### src/rtl/mc_pkg.sv
// Shared definitions for the multi-cycle RISC-V sequencer: state encodings,
// opcode/funct3 constants and ALU operation selects.
package mc_pkg;

  typedef enum logic [3:0] {
    S_FETCH    = 4'd0,
    S_DECODE   = 4'd1,
    S_EXEC     = 4'd2,
    S_ALU_WB   = 4'd3,
    S_MEM_ADDR = 4'd4,
    S_MEM_RD   = 4'd5,
    S_MEM_WB   = 4'd6,
    S_MEM_WR   = 4'd7,
    S_BRANCH   = 4'd8,
    S_TRAP     = 4'd9
  } state_t;

  localparam logic [6:0] OP_R   = 7'b0110011;
  localparam logic [6:0] OP_I   = 7'b0010011;
  localparam logic [6:0] OP_LD  = 7'b0000011;
  localparam logic [6:0] OP_SD  = 7'b0100011;
  localparam logic [6:0] OP_BR  = 7'b1100011;

  localparam logic [1:0] ALU_ADD   = 2'b00;
  localparam logic [1:0] ALU_SUB   = 2'b01;
  localparam logic [1:0] ALU_FUNCT = 2'b10;

  localparam logic [2:0] F3_BEQ = 3'b000;
  localparam logic [2:0] F3_BNE = 3'b001;

endpackage

### src/rtl/mc_perf_counters.sv
// Free-running cycle counter and retired-instruction counter, both 64-bit
// and wrapping; only built when MC_PERF_CNT_EN is defined.
module mc_perf_counters (
  input  logic        clk,
  input  logic        rst,
  input  logic        retire,
  output logic [63:0] cycle_count,
  output logic [63:0] instret
);

  // NOTE: sequential state uses non-blocking assignments so every register
  // samples the pre-edge values and simulation matches the synthesized flops.
  always_ff @(posedge clk) begin
    if (rst) begin
      cycle_count <= '0;
      instret     <= '0;
    end else begin
      cycle_count <= cycle_count + 64'd1;
      if (retire) instret <= instret + 64'd1;
    end
  end

endmodule

### src/rtl/multicycle_control.sv
// Multi-cycle control FSM for the 64-bit RISC-V datapath. Optional
// performance counters are enabled with the MC_PERF_CNT_EN macro.
module multicycle_control
  import mc_pkg::*;
(
  input  logic        clk,
  input  logic        rst,
  input  logic [6:0]  opcode,
  input  logic [2:0]  funct3,
  input  logic        zero,
  input  logic        mem_ready,
  output logic        ir_write,
  output logic        pc_write,
  output logic        pc_src,
  output logic        alu_src_b,
  output logic [1:0]  alu_op,
  output logic        mem_read,
  output logic        mem_write,
  output logic        mem_to_reg,
  output logic        reg_write,
  output logic        illegal,
  output logic [3:0]  state,
  output logic [63:0] cycle_count,
  output logic [63:0] instret
);

  state_t state_q, state_d;

  always_ff @(posedge clk) begin
    if (rst) state_q <= S_FETCH;
    else     state_q <= state_d;
  end

  // NOTE: every output and the next state get a default before the case so
  // no path leaves them unassigned and no latch is inferred.
  always_comb begin
    state_d    = state_q;
    ir_write   = 1'b0;
    pc_write   = 1'b0;
    pc_src     = 1'b0;
    alu_src_b  = 1'b0;
    alu_op     = ALU_ADD;
    mem_read   = 1'b0;
    mem_write  = 1'b0;
    mem_to_reg = 1'b0;
    reg_write  = 1'b0;
    illegal    = 1'b0;

    unique case (state_q)
      S_FETCH: begin
        ir_write = 1'b1;
        state_d  = S_DECODE;
      end
      S_DECODE: begin
        case (opcode)
          OP_R, OP_I:   state_d = S_EXEC;
          OP_LD, OP_SD: state_d = S_MEM_ADDR;
          OP_BR:        state_d = (funct3 == F3_BEQ || funct3 == F3_BNE) ? S_BRANCH : S_TRAP;
          default:      state_d = S_TRAP;
        endcase
      end
      S_EXEC: begin
        alu_op    = ALU_FUNCT;
        alu_src_b = (opcode == OP_I);
        state_d   = S_ALU_WB;
      end
      S_ALU_WB: begin
        reg_write = 1'b1;
        pc_write  = 1'b1;
        state_d   = S_FETCH;
      end
      S_MEM_ADDR: begin
        alu_src_b = 1'b1;
        state_d   = (opcode == OP_LD) ? S_MEM_RD : S_MEM_WR;
      end
      S_MEM_RD: begin
        mem_read = 1'b1;
        if (mem_ready) state_d = S_MEM_WB;
      end
      S_MEM_WB: begin
        reg_write  = 1'b1;
        mem_to_reg = 1'b1;
        pc_write   = 1'b1;
        state_d    = S_FETCH;
      end
      S_MEM_WR: begin
        // A store retires on the ready cycle itself, so pc_write follows the handshake.
        mem_write = 1'b1;
        pc_write  = mem_ready;
        if (mem_ready) state_d = S_FETCH;
      end
      S_BRANCH: begin
        alu_op   = ALU_SUB;
        pc_write = 1'b1;
        pc_src   = (funct3 == F3_BNE) ? ~zero : zero;
        state_d  = S_FETCH;
      end
      S_TRAP: begin
        illegal = 1'b1;
      end
      default: state_d = S_FETCH;
    endcase
  end

  assign state = state_q;

`ifdef MC_PERF_CNT_EN
  mc_perf_counters u_perf (
    .clk         (clk),
    .rst         (rst),
    .retire      (pc_write),
    .cycle_count (cycle_count),
    .instret     (instret)
  );
`else
  assign cycle_count = '0;
  assign instret     = '0;
`endif

endmodule

### config.mk
export PLATFORM = sky130hd
export DESIGN_NAME = multicycle_control
export DESIGN_NICKNAME = d
export VERILOG_FILES = /design/src/rtl/mc_pkg.sv /design/src/rtl/mc_perf_counters.sv /design/src/rtl/multicycle_control.sv
export SDC_FILE = /design/constraint.sdc
export NUM_CORES = 1
export LEC_CHECK = 0
export CORE_AREA = 2 2 61 63
export DETAILED_ROUTE_END_ITERATION = 12
export DIE_AREA = 0 0 63 65
export DONT_BUFFER_PORTS = 1
export PLACE_DENSITY = 0.6
export RECOVER_POWER = 25
export SLEW_MARGIN = 15
export SYNTH_ARGS = -nofsm -noshare
export SYNTH_HDL_FRONTEND = slang
export SYNTH_SLANG_ARGS = --single-unit
export TNS_END_PERCENT = 100
### constraint.sdc
create_clock -name clk -period 1.65 [get_ports clk]
set_input_delay 0.2475 -clock clk [delete_from_list [all_inputs] [get_ports clk]]
set_output_delay 0.2475 -clock clk [all_outputs]
set_load 0.1 [all_outputs]
==> reports/results.ini <==
[outcome]
status=finished, final reports clean

[setup_path]
cpMaxStageDelayCell=or3_4
r2r_slack_ns=0.31
end_kind=output port
r2r.worst_path.cells=3
critical_path_class=flip-flop to output port
cp_max_fo=3
arrival_ns=1.39
r2r-start=state[3]
timing.rr.end=state[2]
cp-start-kind=flip-flop
max_stage_delay_ns=0.37
path_cells=nand2b_4 > or3_4 > o31ai_4 > buf_12
critPathRequiredTime_ns=1.40

[floorplanning]
rows=22
ioPinCount=157
die-area_um2=4100
die_x_um=63
die_y_um=65
initial_core_util_pct=39.5
core_area_um2=3500

[placed_design]
placedCellCount=248
dp_hpwl_mm=1.91
gp_congestion=0.753
io_buffer_count=0
place_area_um2=1350

[global_route]
grt_overflow=0
grt_antenna_before_repair=0
grt_pass1_wl_mm=2.90
grt_usage_pct=9.15
first_global_vias=597
grt_max_degree=15

[synth]
synthTopCellsByCount=130 x buf_4, 10 x nor2_1, 5 x nor3_1
syn_area_um2=1380
synth_top_area_cell=buf_4
synth-edff-count=0
synth.top_cell.area_share_pct=70.7
yosysSeqAreaShare_pct=5.80
synthFlopType=dfxtp_1
synth.most_common_cell=buf_4
synth_seq_cells=4
netlist-cell-type-count=28
ys_top_cells_by_area=buf_4 71%, dfxtp_1 5.8%, nor2_1 2.7%
async_reset_ff_share_pct=0
yosysWarnings=0
avgSynthCellArea_um2=7.39
synthCells=187

[cts]
root_buffer=clkbuf_4
htreeDepth=1
clk_latency_ns=0.23
clk_pin_slew_ns=0.04
cts_buffer_depth=2
cts_made_buffers=3
cts.sinks=4
cts_tree=built

[layout]
finalInstanceArea_um2=1420
nets=221
antenna_cells=0
area_growth_pct=2.72
drive_gt1_share_pct=22.9
largest_reg_flops=4
final_cells=253
fillCellCount=373
fin_util_pct=40.6

[route]
drt_iter0_markers=9
drcViolationCount=0
post_drt_wl_per_cell_um=8.56
vias_per_cell=3.38
num_vias=855
firstDrtPassIters=4
routed_wl_mm=2.17
antenna_left=0

[timing]
final.setup.tns_ns=0
final_min_period_over_clock_period_pct=99.1
slew_viol_final=0
finalHoldViolCount=0
fmax_mhz=611
skew_ns=0.00159
min_period_ns=1.64
setup_viol=0
rsz0062_at_grt=yes

[power]
leakage_nw=0.732
powerDensity_nw_per_um2=1440
ir_drop_mv=0.718
fin_total_pwr_mw=2.04

[min_path]
hold_path_end=state[3]
hold_depth=1
hold_start=rst
min_path_type=primary input to flip-flop

[run]
cap_violations=0

[where the power goes]
group	internal [mW]	total, mW	leakage (nW)	switching [mW]
sequential	0.110	0.143	0.0355	0.0332
clock	0.0813	0.121	0.0138	0.0396
combinational	0.175	1.78	0.682	1.60
[kinds of logic after synthesis]
group	Yosys count	synth area share (%)
AOI/OAI and AO/OA	12	5.71
DFF	4	5.80
and+or+nand+nor	33	14.3
xor gates and xnor gates	2	1.27
other	1	0.271
buffers and inverters	135	72.6
[worst max-delay path by stage]
stage                     slack, ns  startpoint         to
final                          0.01    state[1]   pc_write
after CTS                    -0.005    state[1]     pc_src
after floorplan               -0.34    state[0]   pc_write
after global placement         0.13   opcode[2]  alu_src_b
after global routing          -0.02    state[1]     pc_src
after detailed placement       0.11   opcode[2]  alu_src_b
[per-stage QoR]
stage / setup slack (ns) / hold WS (ns)
6_report: 0.0140 / 0.0834
5_1_grt: -0.0222 / 0.0782
4_1_cts: -0.00499 / 0.0808
3_5_place_dp: 0.105 / 0.322
3_3_place_gp: 0.135 / 0.323
2_1_floorplan: -0.339 / 0.316
[final cells by class]
type                            count  area [um^2]  share of cell area [%]
Multi-Input combinational cell    175          922                    65.0
Timing Repair Buffer               20          304                    21.4
Sequential cell                     4         95.1                    6.70
Tap cell                           48         60.1                    4.23
Clock buffer                        3         22.5                    1.59
Inverter                            3         15.0                    1.06
[worst max-delay path, delay by kind of cell (launching register included)]
kind                   cells  cell delay, ns
DFF                        1            0.34
AOI/OAI and AO/OA          1            0.09
and+or+nand+nor            2            0.50
buffers and inverters      1            0.21
[layer usage]
metal / share of wire [%] / up-vias / global-route usage (%)
li1: - / 381 / -
met1: 27 / 389 / 9.04
met2: 57 / 83 / 17.4
met3: 15 / 2 / 2.08
met4: 1.0 / 0 / 5.28
met5: 0 / - / 0
[layout by cell type, fill, tap and decap left out]
cell	instances
nand2_1	2
or3_4	1
clkbuf_4	3
nor2_1	6
nor3_1	2
o21ai_0	3
nor2_4	4
buf_4	7
a21oi_1	2
nor4_4	1
or4b_1	1
conb_1	128
a21o_1	1
nor4_1	2
nor3_4	3
nand4bb_4	1
o31ai_1	2
nand2b_1	1
buf_12	12
a41oi_2	1
buf_6	1
xnor2_1	1
or3_2	1
o31ai_4	1
or4_1	1
nand2_4	1
clkinvlp_4	1
o311a_1	1
nand3_1	1
a21oi_4	1
nand2b_4	2
nor3b_1	1
nor2b_4	1
dfxtp_4	4
and3b_2	1
xor2_1	1
inv_1	2
[timing repair]
action | 4_1_cts | 5_1_grt
hold buffers | 0 | 0
resized for setup | 6 | 0
endpoints found under the setup margin | 5 | 3
pin swaps | 2 | 2
setup buffers | 2 | 0
(Power assumes the default switching activity.)
